$ cat src/rtl/attn_pkg.sv
// Shared types and defaults for the attention result path.
package attn_pkg;

  localparam int ATTN_DATA_W = 18;
  localparam int ATTN_ROWS   = 8;
  localparam int ATTN_COLS   = 8;

  typedef enum logic [1:0] {
    IDLE    = 2'd0,
    CAPTURE = 2'd1,
    DRAIN   = 2'd2
  } attn_state_t;

  typedef logic [ATTN_DATA_W-1:0] attn_elem_t;

endpackage

$ cat src/rtl/attn_result_buf.sv
// Result matrix storage: one synchronous write port, one combinational read port.
// Contents are deliberately not reset; the collector never exposes unwritten entries.
module attn_result_buf #(
  parameter int DATA_W = 18,
  parameter int DEPTH  = 64,
  parameter int AW     = $clog2(DEPTH)
) (
  input  logic              clk,
  input  logic              we_i,
  input  logic [AW-1:0]     waddr_i,
  input  logic [DATA_W-1:0] wdata_i,
  input  logic [AW-1:0]     raddr_i,
  output logic [DATA_W-1:0] rdata_o
);

  logic [DATA_W-1:0] mem_q [DEPTH];

  always_ff @(posedge clk) begin
    if (we_i) begin
      mem_q[waddr_i] <= wdata_i;
    end
  end

  assign rdata_o = mem_q[raddr_i];

endmodule

$ cat src/rtl/attn_result_collector.sv
// Captures the non-stallable answer/done stream into a matrix buffer and replays it
// row-major on valid/ready with row/matrix framing. ATTN_ROW_SUM_EN adds per-row sums.
module attn_result_collector
  import attn_pkg::*;
#(
  parameter int DATA_W = ATTN_DATA_W,
  parameter int ROWS   = ATTN_ROWS,
  parameter int COLS   = ATTN_COLS
) (
  input  logic              clk,
  input  logic              reset_n,
  input  logic              in_done,
  input  logic [DATA_W-1:0] in_answer,
  output logic              out_valid,
  input  logic              out_ready,
  output logic [DATA_W-1:0] out_data,
  output logic              out_row_last,
  output logic              out_last,
  output logic              busy,
  output logic              overflow
`ifdef ATTN_ROW_SUM_EN
  ,
  output logic [DATA_W+$clog2(COLS)-1:0] out_row_sum
`endif
);

  localparam int DEPTH = ROWS * COLS;
  localparam int AW    = $clog2(DEPTH);
  localparam int CW    = AW + 1;

  attn_state_t       state_q;
  logic [CW-1:0]     wr_cnt_q;
  logic [CW-1:0]     rd_cnt_q;
  logic              done_q;
  logic              overflow_q;

  logic              start;
  logic              buf_we;
  logic [AW-1:0]     buf_waddr;
  logic [DATA_W-1:0] buf_rdata;

  assign start = in_done & ~done_q;

  // Element 0 arrives in the same cycle as the start event, so IDLE writes address 0.
  assign buf_we    = ((state_q == IDLE) && start) || (state_q == CAPTURE);
  assign buf_waddr = (state_q == CAPTURE) ? wr_cnt_q[AW-1:0] : '0;

  attn_result_buf #(
    .DATA_W (DATA_W),
    .DEPTH  (DEPTH),
    .AW     (AW)
  ) u_buf (
    .clk     (clk),
    .we_i    (buf_we),
    .waddr_i (buf_waddr),
    .wdata_i (in_answer),
    .raddr_i (rd_cnt_q[AW-1:0]),
    .rdata_o (buf_rdata)
  );

  always_ff @(posedge clk or negedge reset_n) begin
    if (!reset_n) begin
      state_q    <= IDLE;
      wr_cnt_q   <= '0;
      rd_cnt_q   <= '0;
      done_q     <= 1'b0;
      overflow_q <= 1'b0;
    end else begin
      done_q <= in_done;
      if (start && (state_q != IDLE)) begin
        overflow_q <= 1'b1;
      end
      case (state_q)
        IDLE: begin
          if (start) begin
            wr_cnt_q <= CW'(1);
            state_q  <= CAPTURE;
          end
        end
        CAPTURE: begin
          wr_cnt_q <= wr_cnt_q + CW'(1);
          if (wr_cnt_q == CW'(DEPTH - 1)) begin
            rd_cnt_q <= '0;
            state_q  <= DRAIN;
          end
        end
        DRAIN: begin
          if (out_ready) begin
            rd_cnt_q <= rd_cnt_q + CW'(1);
            if (rd_cnt_q == CW'(DEPTH - 1)) begin
              rd_cnt_q <= '0;
              wr_cnt_q <= '0;
              state_q  <= IDLE;
            end
          end
        end
        default: state_q <= IDLE;
      endcase
    end
  end

  assign out_valid    = (state_q == DRAIN);
  assign busy         = (state_q != IDLE);
  assign overflow     = overflow_q;
  assign out_data     = out_valid ? buf_rdata : '0;
  assign out_row_last = out_valid && ((rd_cnt_q % CW'(COLS)) == CW'(COLS - 1));
  assign out_last     = out_valid && (rd_cnt_q == CW'(DEPTH - 1));

`ifdef ATTN_ROW_SUM_EN
  localparam int SW = DATA_W + $clog2(COLS);
  localparam int RW = (ROWS > 1) ? $clog2(ROWS) : 1;

  logic [SW-1:0] row_sum_q [ROWS];
  logic [RW-1:0] wr_row;
  logic [RW-1:0] rd_row;

  assign wr_row = RW'(wr_cnt_q / CW'(COLS));
  assign rd_row = RW'(rd_cnt_q / CW'(COLS));

  // Sums restart on every accepted start so a row total never mixes two matrices.
  always_ff @(posedge clk or negedge reset_n) begin
    if (!reset_n) begin
      for (int r = 0; r < ROWS; r++) begin
        row_sum_q[r] <= '0;
      end
    end else if ((state_q == IDLE) && start) begin
      for (int r = 0; r < ROWS; r++) begin
        row_sum_q[r] <= '0;
      end
      row_sum_q[0] <= SW'(in_answer);
    end else if (state_q == CAPTURE) begin
      row_sum_q[wr_row] <= row_sum_q[wr_row] + SW'(in_answer);
    end
  end

  assign out_row_sum = out_valid ? row_sum_q[rd_row] : '0;
`endif

endmodule
$ cat config.mk
export PLATFORM = sky130hd
export DESIGN_NAME = attn_result_collector
export DESIGN_NICKNAME = d
export VERILOG_FILES = /design/src/rtl/attn_pkg.sv /design/src/rtl/attn_result_buf.sv /design/src/rtl/attn_result_collector.sv
export SDC_FILE = /design/constraint.sdc
export NUM_CORES = 1
export LEC_CHECK = 0
export BUFFER_PORTS_ARGS = -buffer_cell sky130_fd_sc_hd__buf_2
export CAP_MARGIN = 0
export CORE_MARGIN = 5
export CORE_UTILIZATION = 45
export CTS_CLUSTER_SIZE = 16
export DETAILED_ROUTE_END_ITERATION = 8
export SYNTH_ARGS = -nofsm -noshare
export SYNTH_HDL_FRONTEND = slang
export SYNTH_SLANG_ARGS = --single-unit
export TNS_END_PERCENT = 10
$ cat constraint.sdc
create_clock -name clk -period 3.5 [get_ports clk]
set_input_delay 0.525 -clock clk [delete_from_list [all_inputs] [get_ports clk]]
set_output_delay 0.525 -clock clk [all_outputs]
set_load 0.02 [all_outputs]
# Yosys cells after proc, flatten, opt, wreduce, memory -nomap -nowiden
# Memories as Yosys holds them, arrays and structs flattened.
# Index checks and enable logic that the tools add are counted.
# word_totals
ff_bits	18
mem_bits_rw	1152
input_bits	22
out_inout_bits	23
word_cells	48
memories	1
# memory_table
memory	words	width	read_ports	rd_ports_with_merged_regs	write_ports	line_no	source
u_buf.mem_q	64	18	1	0	1	attn_result_buf.sv:16	logic [DATA_W-1:0] mem_q [DEPTH];
# op_classes
n_addsub	2
n_eq_ne	9
n_mux	17
bitwise_logic	2
n_reduce_logical	12
# op_table
cell	count
two-way mux 7 bit	6
one-hot mux 7 bit (3 select lines)	1
two-way mux 18 bit	1
adder 7 x 1 -> 7 bit (second input constant)	2
== test 7 x 6 -> 1 bit (second input constant)	2
one-hot mux 7 bit (2 select lines)	1
two-way mux 2 bit	4
AND reduction 4 bit	2
two-way mux 6 bit	1
!= test 2 x 1 -> 1 bit (second input constant)	3
one-hot mux 2 bit (3 select lines)	1
logical AND 1 bit	4
nonzero test 2 bit	2
== test 3 bit (second input constant)	1
AND reduction 3 bit	1
nonzero test 3 bit	1
== test 2 x 1 -> 1 bit (second input constant)	1
== test 2 bit (second input constant)	1
zero test 2 bit	1
two-way mux 1 bit	2
!= test 2 bit (second input constant)	1
AND 1 bit	1
logical OR 1 bit	1
NOT 1 bit	1

# Logic depth before layout (Yosys ltp)
# Gate-level depths: netlist (run 1).
# depth
ltp_word	6
mapped_depth	10
depth_no_buf	6

# Cells and area by module
# Synthesis (run 1) repeated with hierarchy kept, for this count alone.
# hier_totals
cells_unflattened	2082
hier_area_um2	45487.4
# modules_own_cells
mod	instances	cells_per_inst	area_per_inst_um2	seq_area_each_um2
attn_result_buf	1	1939	44261.2	34593.2
attn_result_collector	1	143	1226.2	450.4

# Worst setup path after synthesis (run 1)
# OpenSTA, ideal clock, no wires.
# synth_path
kind	register -> register
start	register state_q[1]
end	memory u_buf.mem_q[48][0], enable pin
setup_ns	0.440
arrival_time_ns	3.094
setup_slack_ns	-0.033
path_stages_with_launch	6
period_less_slack_ns	3.533
cell_sequence	dfrtp_1 -> inv_1 -> ha_1 -> clkbuf_1 -> buf_1 -> nor4bb_1
# synth_via
elab_chain_len	5
# synth_lines
item	line_no	source
from (decl)	attn_result_collector.sv:31	attn_state_t state_q;
from (signal assigned)	attn_result_collector.sv:63	state_q <= IDLE;
from (signal assigned)	attn_result_collector.sv:77	state_q <= CAPTURE;
from (signal assigned)	attn_result_collector.sv:84	state_q <= DRAIN;
zero test 2 bit	attn_result_collector.sv:45	assign buf_we = ((state_q == IDLE) && start) || (state_q == CAPTURE);
logical AND 1 bit	attn_result_collector.sv:45	
logical OR 1 bit	attn_result_collector.sv:45	
two-way mux 1 bit	attn_result_buf.sv:19	if (we_i) begin
two-way mux 1 bit (not written as such)	attn_result_buf.sv:20	mem_q[waddr_i] <= wdata_i;
to (decl)	attn_result_buf.sv:16	
# Several ways; a longest one is shown, not always the timed one.

# Final worst setup path (run 1)
# layout_path
start	register rd_cnt_q[0]
end	output port out_data[13]
# layout_via
elab_chain_len	2
# layout_lines
item	line_no	source
from (decl)	attn_result_collector.sv:33	logic [CW-1:0] rd_cnt_q;
from (signal assigned)	attn_result_collector.sv:89	rd_cnt_q <= rd_cnt_q + CW'(1);
memory (64 x 18 bit)	n/a	
two-way mux 18 bit	attn_result_collector.sv:105	assign out_data = out_valid ? buf_rdata : '0;
to (decl)	attn_result_collector.sv:16	output logic [DATA_W-1:0] out_data,
# Every way passes these cells.

==> metrics.md, run 1 <==
| Metric | Value |
|---|---|
| Status | `finished, violations left` |
| Failing checks | `negative setup slack` |
| Starting DRT DRC Count | `roughly 2800` |
| Initial antenna violation count | `4` |
| Syn_nets | `about 2100` |
| Synthesized area | `~45000 sq um` |
| Setup TNS | `-4380 ps` |
| Crit path max-delay family | `buffers and inverters` |
| Setup slack, reg-to-reg | `around 540 ps` |
| Crit path cell chain | `buf_12 -> bufbuf_16 -> buf_4 -> mux4_2 -> a22oi_2 -> o21ai_1 -> o221ai_1 -> buf_4 -> o31ai_1 -> buf_2` |
| Synthesis warning total | `0` |
| Synth area leaders | `edfxtp_1 76%, mux4_2 12%, mux2i_1 2.4%` |
| Fin. Hold Viols | `0` |
| Routed Antenna Nets | `0` |
| Post-synth ARST share | `0.0154` |
| RR Endpoint | `wr_cnt_q[4]$_DFFE_PN0P_` |
| Gr usage total | `0.220` |
| Tcrit/Tclk final | `1.09` |
| Leakage power | `16.8 nW` |
| CP Launch Type | `flip-flop` |
| CTS tree | `built` |
| Placer Congestion | `approximately 0.84` |
| Highest Clock Rate | `~260 MHz` |
| Most frequent cells in the layout | `1152 x edfxtp_1, 238 x mux4_2, 221 x buf_4, 114 x clkbuf_16, 89 x mux2i_1` |
| VDD IR max | `0.000387 V` |
| Wire length on met2 | `about 56000 um` |
| Uppermost layer routed | `met4` |
| Commonest non-fill, non-tap cell in the layout | `edfxtp_1` |
| DR WL/cell | `31.0 um` |
| Global-route wire length before repair | `170000 um` |
| RSZ-0062 raised after global routing | `true` |
| Req. time, crit path | `between 2000 and 3000 ps` |
| CP max FO | `6` |
| Clk_skew | `about 20 ps` |
| WL met1 | `about 50000 um` |
| Worst hold path type | `input pin to flip-flop` |
| Largest net degree at the start of global routing | `65` |
| DIE HEIGHT | `around 330 um` |
| Pre-CTS WS | `between 30 and 40 ps` |
| DR vias | `about 23000` |
| Gr ovfl total | `0` |
| 1st-pass router iterations | `7` |
| Synth top area share | `0.764` |
| Hold-critical path depth | `1` |
| Die width | `327 um` |
| Ys flop type | `edfxtp_1` |
| Post-synth cell types | `48` |
| Worst setup EP type | `output port` |
| Avg Cell Area, Syn | `21.6 sq um` |
| Worst-margin pin slew | `1230 ps` |
| DIE AREA | `about 110000 sq um` |
| Area delta synth->final | `19.7%` |
| Cell Pwr Density | `between 500 and 600 nW/um^2` |
| Post-synth EDFFs | `~1200` |
| Hold path start | `in_answer[13]` |
| Number of I/O port buffers | `44` |
| Layout cell share with drive strength beyond 1 | `0.379` |
| CTS Buf Count | `111` |
| Relative slew slack | `0.178` |
| Starting Density | `0.453` |
| Most used cell along the critical path | `buf_4` |
| CP arrival | `between 3000 and 4000 ps` |
| Filler cells | `7455` |
| Sequential share of the synthesized area | `0.774` |
| Final slew viol count | `0` |
| Vias/cell | `just over 6` |
| Worst-Skew Late Latency | `680 ps` |
| Synth Register Bits | `between 1000 and 1500` |
| H-tree Lvls | `3` |
| Clk sink count | `around 1200` |
| DRC | `0` |
| RR Startpoint | `rd_cnt_q[0]$_DFFE_PN0P_` |
| Synth area leader | `edfxtp_1` |
| Slowest stage delay, CP | `510 ps` |
| Vias in the first global route | `around 23000` |
| Worst Hold End | `u_buf.mem_q[60][13]$_DFFE_PP_` |
| Total power | `roughly 28 mW` |
| Num rows | `approximately 120` |
| Met3 WL | `~9200 um` |
| Worst reg2reg path depth | `10` |
| Detail Placement HPWL | `67400 um` |
| WHS | `162 ps` |
| Endpoints failing setup | `18` |
| Clock root buffer | `clkbuf_16` |
| Boundary Pins | `45` |
| Routed wire length | `approximately 120000 um` |
| Max cap viols | `0` |
| Worst-case clock buffer depth | `3` |
| Final #Nets | `2447` |
| Core ar. | `roughly 100000 sq um` |
| Mapped Cells | `~2100` |
| Setup ws final | `-309 ps` |
| WS Path Type | `flip-flop to output port` |
| CP max stage cell | `dfrtp_4` |
| Buffer and inverter count on the worst path | `5` |
| CTS clk-pin slew, worst paths | `60 ps` |
| Minimum clock period | `roughly 3800 ps` |
## area by class of cell
| type | instances | area, sq um | share of cell area |
|---|---|---|---|
| Sequential cell | 1170 | 35100 | 0.647 |
| Clock inverter | 69 | 631 | 0.0116 |
| Timing Repair Buffer | 332 | 3230 | 0.0596 |
| Multi-Input combinational cell | 795 | 10600 | 0.196 |
| Antenna cell | 2 | 5.00 | 0.0000923 |
| Clock buffer | 141 | 3020 | 0.0558 |
| Inverter | 7 | 26.3 | 0.000485 |
| Tap cell | 1298 | 1620 | 0.0300 |
## metal layers
metal / global-route usage / vias to the layer above
met2: 0.346 / 1011
met3: 0.0361 / 159
met1: 0.323 / 12400
met5: 0 / -
met4: 0.0602 / 0
li1: - / 9542
## power breakdown
group / total [mW] / switching (mW) / internal, mW
clock: 12.0 / 5.14 / 6.91
sequential: 15.4 / 0.00249 / 15.4
combinational: 0.274 / 0.250 / 0.0242
## worst register-to-register path, stage by stage (launching register included)
cell and delay [ps]:
dfrtp_4 450, buf_12 120, buf_12 150, buf_12 170, buf_4 250, ha_1 250
nand3_2 130, o31a_1 310, a211o_1 430, or4_1 570, nand2_1 80
## how the worst max path moves through the flow
stage | startpoint | endpoint | slack (ps) | cells past startpoint
3_5_place_dp | rd_cnt_q[0]$_DFFE_PN0P_ | out_data[0] | 30 | 9
6_report | rd_cnt_q[0]$_DFFE_PN0P_ | out_data[13] | -310 | 10
4_1_cts | rd_cnt_q[0]$_DFFE_PN0P_ | out_data[9] | -330 | 10
5_1_grt | rd_cnt_q[0]$_DFFE_PN0P_ | out_data[15] | -340 | 10
3_3_place_gp | rd_cnt_q[0]$_DFFE_PN0P_ | out_data[0] | 50 | 9
2_1_floorplan | state_q[1]$_DFFE_PN0P_ | u_buf.mem_q[48][0]$_DFFE_PP_ | 640 | 5
## sequential cells by signal, summed over array words and instances (netlist names)
signal       cells
wr_cnt_q         7
state_q          2
overflow         1
u_buf.mem_q   1152
rd_cnt_q         7
done_q           1
## through the flow
stage	cell area, sq um	utilization	instances
6_report	54200	0.542	3814
5_1_grt	54200	0.542	3812
4_1_cts	53900	0.539	3805
3_5_place_dp	48500	0.485	3551
3_3_place_gp	48500	0.485	3551
2_1_floorplan	45300	-	2092
## kinds of logic (layout without fill, tap and decap cells)
| kind of cell | count (synthesis) | count (layout) | share of synthesized area |
|---|---|---|---|
| flops | 1170 | 1170 | 0.774 |
| compound gates | 236 | 236 | 0.0395 |
| other cells | 0 | 2 | 0 |
| simple gates | 177 | 177 | 0.0181 |
| buf+inv | 127 | 549 | 0.0166 |
| fa+ha+maj | 8 | 8 | 0.00221 |
| mux | 374 | 374 | 0.150 |
## synthesized netlist by cell type, types with 3 or more instances
library cell / instances
clkbuf_1: 43
mux4_2: 235
ha_1: 8
buf_6: 21
inv_1: 7
edfxtp_1: 1152
nand3_1: 16
buf_4: 10
a22o_1: 28
a211oi_1: 52
o21ai_0: 21
a22oi_1: 20
mux2i_1: 107
nor2_1: 95
o22ai_1: 14
dfrtp_1: 18
mux4_1: 3
buf_1: 7
nand3b_1: 4
o31ai_1: 29
o221ai_1: 52
o41ai_1: 4
buf_8: 3
nand4_1: 4
a21oi_1: 7
buf_2: 36
nand2_1: 20
nor3_1: 4
nand2b_1: 5
nor2b_1: 14
and2_1: 3
mux2_2: 29
## repair_timing
action | in CTS | in global routing
hold buffers | 2 | 0
hold endpoints to repair | 19 | 0
pin swaps | 31 | 31
setup buffers | 34 | 14
gates resized for setup | 215 | 56
endpoints found under the setup margin | 18 | 18
gates cloned | 12 | 0
(Power assumes the default switching activity.)
==> inputs of run 2 (changes only) <==
--- a/config.mk
+++ b/config.mk
@@ -11,7 +11,7 @@
 export CORE_UTILIZATION = 45
 export CTS_CLUSTER_SIZE = 16
 export DETAILED_ROUTE_END_ITERATION = 8
+export PLACE_DENSITY = 0.61
 export SYNTH_ARGS = -nofsm -noshare
 export SYNTH_HDL_FRONTEND = slang
 export SYNTH_SLANG_ARGS = --single-unit
-export TNS_END_PERCENT = 10
==> metrics.md, run 2 (synthesized netlist as in run 1, its figures left out) <==
| Metric | Value |
|---|---|
| H-tree Lvls | `3 (unchanged)` |
| DIE HEIGHT | `327 um (unchanged)` |
| Final slew viol count | `0 (unchanged)` |
| CP Launch Type | `flip-flop (unchanged)` |
| Worst setup EP type | `output port (unchanged)` |
| Fin. Hold Viols | `0 (unchanged)` |
| DR vias | `22800 (was 23100)` |
| WS Path Type | `flip-flop to output port (unchanged)` |
| CTS Buf Count | `112 (was 111)` |
| Starting Density | `0.453 (unchanged)` |
| Seq pwr share | `0.556 (was 0.555)` |
| RSZ-0062 raised after global routing | `true (unchanged)` |
| Leakage power | `16.7 nW (was 16.8 nW)` |
| Filler cells | `7482 (was 7455)` |
| Number of I/O port buffers | `44 (unchanged)` |
| Max cap viols | `0 (unchanged)` |
| Worst hold path type | `input pin to flip-flop (unchanged)` |
| Worst reg2reg path depth | `8 (was 10)` |
| Worst-Skew Late Latency | `680 ps (about the same)` |
| RR Endpoint | `wr_cnt_q[2]$_DFFE_PN0P_ (was wr_cnt_q[4]$_DFFE_PN0P_)` |
| Failing checks | `negative setup slack (unchanged)` |
| Pint | `22.4 mW (was 22.3 mW)` |
| Non-filler cells, final | `3803 (was 3814)` |
| Net Sw Frac | `0.190 (was 0.195)` |
| Sequential cell area | `35100 sq um (about the same)` |
| Worst setup path start | `rd_cnt_q[0]$_DFFE_PN0P_ (unchanged)` |
| RR Startpoint | `rd_cnt_q[0]$_DFFE_PN0P_ (unchanged)` |
| Setup slack, reg-to-reg | `680 ps (was 540 ps)` |
| Worst-case clock buffer depth | `3 (unchanged)` |
| Worst Hold End | `done_q$_DFF_PN0_ (was u_buf.mem_q[60][13]$_DFFE_PP_)` |
| Most frequent cells in the layout | `1152 x edfxtp_1, 236 x mux4_2, 228 x buf_4, 116 x clkbuf_16, 89 x mux2i_1 (was 1152 x edfxtp_1, 238 x mux4_2, 221 x buf_4, 114 x clkbuf_16, 89 x mux2i_1)` |
| P_sw | `5.26 mW (was 5.39 mW)` |
| Slowest stage delay, CP | `530 ps (was 510 ps)` |
| Starting DRT DRC Count | `2555 (was 2795)` |
| Detail Placement HPWL | `68000 um (was 67400 um)` |
| Commonest non-fill, non-tap cell in the layout | `edfxtp_1 (unchanged)` |
| Clock share of power | `0.433 (was 0.435)` |
| Combinational power share | `0.010 (about the same)` |
| Tcrit/Tclk final | `1.09 (about the same)` |
| Cell Pwr Density | `515 nW/um^2 (was 511 nW/um^2)` |
| Endpoints failing setup | `18 (unchanged)` |
| Die width | `327 um (unchanged)` |
| Global-route wire length before repair | `164000 um (was 170000 um)` |
| DRC | `0 (unchanged)` |
| Biggest regs | `u_buf.mem_q: 1152 flops, rd_cnt_q: 7 flops, wr_cnt_q: 7 flops (unchanged)` |
| Clock root buffer | `clkbuf_16 (unchanged)` |
| Area delta synth->final | `18.7% (was 19.7%)` |
| Hold path start | `in_done (was in_answer[13])` |
| Gr ovfl total | `0 (unchanged)` |
| Placed cell area | `48500 sq um (about the same)` |
| Highest Clock Rate | `261 MHz (was 263 MHz)` |
| Num rows | `116 (unchanged)` |
| Most used cell along the critical path | `buf_16 (was buf_4)` |
| Initial antenna violation count | `5 (was 4)` |
| CP max FO | `10 (was 6)` |
| Worst-margin pin slew | `1240 ps (was 1230 ps)` |
| Layout cell share with drive strength beyond 1 | `0.368 (was 0.379)` |
| Placer Congestion | `0.833 (was 0.844)` |
| Vias/cell | `5.99 (was 6.05)` |
| CP arrival | `3310 ps (was 3280 ps)` |
| Dpl cells | `3537 (was 3551)` |
| Hold-critical path depth | `1 (unchanged)` |
| Core ar. | `100000 sq um (unchanged)` |
| VDD IR max | `0.000376 V (was 0.000387 V)` |
| CP max stage cell | `dfrtp_4 (unchanged)` |
| Multi-input gate area | `10400 sq um (was 10600 sq um)` |
| Gr usage total | `0.211 (was 0.220)` |
| Setup ws final | `-331 ps (was -309 ps)` |
| Largest net degree at the start of global routing | `67 (was 65)` |
| Routed Antenna Nets | `0 (unchanged)` |
| Vias in the first global route | `22800 (was 23300)` |
| Routed wire length | `115000 um (was 118000 um)` |
| Boundary Pins | `45 (unchanged)` |
| Final #Nets | `2440 (was 2447)` |
| Clk_skew | `27.1 ps (was 19.8 ps)` |
| CTS clk-pin slew, worst paths | `60 ps (about the same)` |
| DR WL/cell | `30.2 um (was 31.0 um)` |
| Crit path cell chain | `buf_16 -> buf_16 -> buf_12 -> mux4_2 -> a22o_1 -> a211oi_4 -> o31ai_1 -> buf_2 (was buf_12 -> bufbuf_16 -> buf_4 -> mux4_2 -> a22oi_2 -> o21ai_1 -> o221ai_1 -> buf_4 -> o31ai_1 -> buf_2)` |
| Relative slew slack | `0.173 (was 0.178)` |
| Clk sink count | `1170 (unchanged)` |
| Max FFs per register | `1152 (unchanged)` |
| Design Area, Final | `53700 sq um (was 54200 sq um)` |
| Minimum clock period | `3830 ps (was 3810 ps)` |
| DIE AREA | `107000 sq um (unchanged)` |
| Status | `finished, violations left (unchanged)` |
| Req. time, crit path | `2970 ps (about the same)` |
| CTS tree | `built (unchanged)` |
| Most flops, register | `u_buf.mem_q (unchanged)` |
| 1st-pass router iterations | `5 (was 7)` |
-- run 2: changes by cell type in the layout (fill, tap and decap cells not counted), moves of 5 or more --
cell and delta:
buf_16 -8, buf_4 +7, buf_6 -6, clkbuf_8 -7, clkinvlp_4 -6, mux2i_2 +5
mux2i_4 -5, o21ai_2 +6, o221ai_1 +6
-- run 2: power groups by stage --
| stage | sequential [mW] | clock [mW] | combinational [mW] |
|---|---|---|---|
| floorplan | 15.7 | 0 | 0.00117 |
| global placement | 15.7 | 0 | 0.258 |
| detailed placement | 15.7 | 0 | 0.283 |
| CTS | 15.4 | 12.2 | 0.284 |
| global route | 15.4 | 12.8 | 0.299 |
| finish | 15.4 | 12.0 | 0.280 |
-- run 2: worst max-delay path by stage --
stage | endpoint
finish | out_data[17]
global route | out_data[0]
CTS | out_data[1]
detailed placement | out_data[1]
global placement | out_data[1]
floorplan | u_buf.mem_q[48][0]$_DFFE_PP_
-- run 2: worst max-delay path: cells and delay by family (launching register included) --
family / cells / cell delay (ps)
AOI/OAI and AO/OA: 3 / 830
buffers and inverters: 4 / 740
DFF: 1 / 530
muxes: 1 / 510
-- run 2: stage by stage --
step	TNS [ps]	power, mW	utilization	hold WS (ps)	setup WS (ps)
global route	-5990	28.5	0.537	63.5	-416
detailed placement	-240	16.0	0.485	486	-173
global placement	-186	16.0	0.485	477	-169
CTS	-5530	27.9	0.529	41.4	-392
floorplan	0	15.7	-	229	638
finish	-4990	27.7	0.537	78.9	-331
-- run 2: what timing repair did --
| item | CTS | global route |
|---|---|---|
| gates resized for setup | 107 | 100 |
| setup endpoints to repair | 18 | 18 |
| endpoints found under the hold margin | 18 | 0 |
| cloned | 5 | 3 |
| pin swaps | 5 | 26 |
| hold buffers | 1 | 0 |
| setup buffers | 17 | 38 |
-- run 2: per-layer routing --
layer / part of all wire / global-route usage
met1: 0.42 / 0.303
met2: 0.47 / 0.327
met3: 0.083 / 0.0479
met4: 0.027 / 0.0661
met5: 0 / 0
-- run 2: cell type report --
type | instances | area share
repair buffers | 324 | 0.0562
diodes | 4 | 0.000186
inverters | 7 | 0.000489
flip-flops and latches | 1170 | 0.653
well taps | 1298 | 0.0302
multi-input cells | 795 | 0.193
clock buffers | 136 | 0.0542
clock inverters | 69 | 0.0131
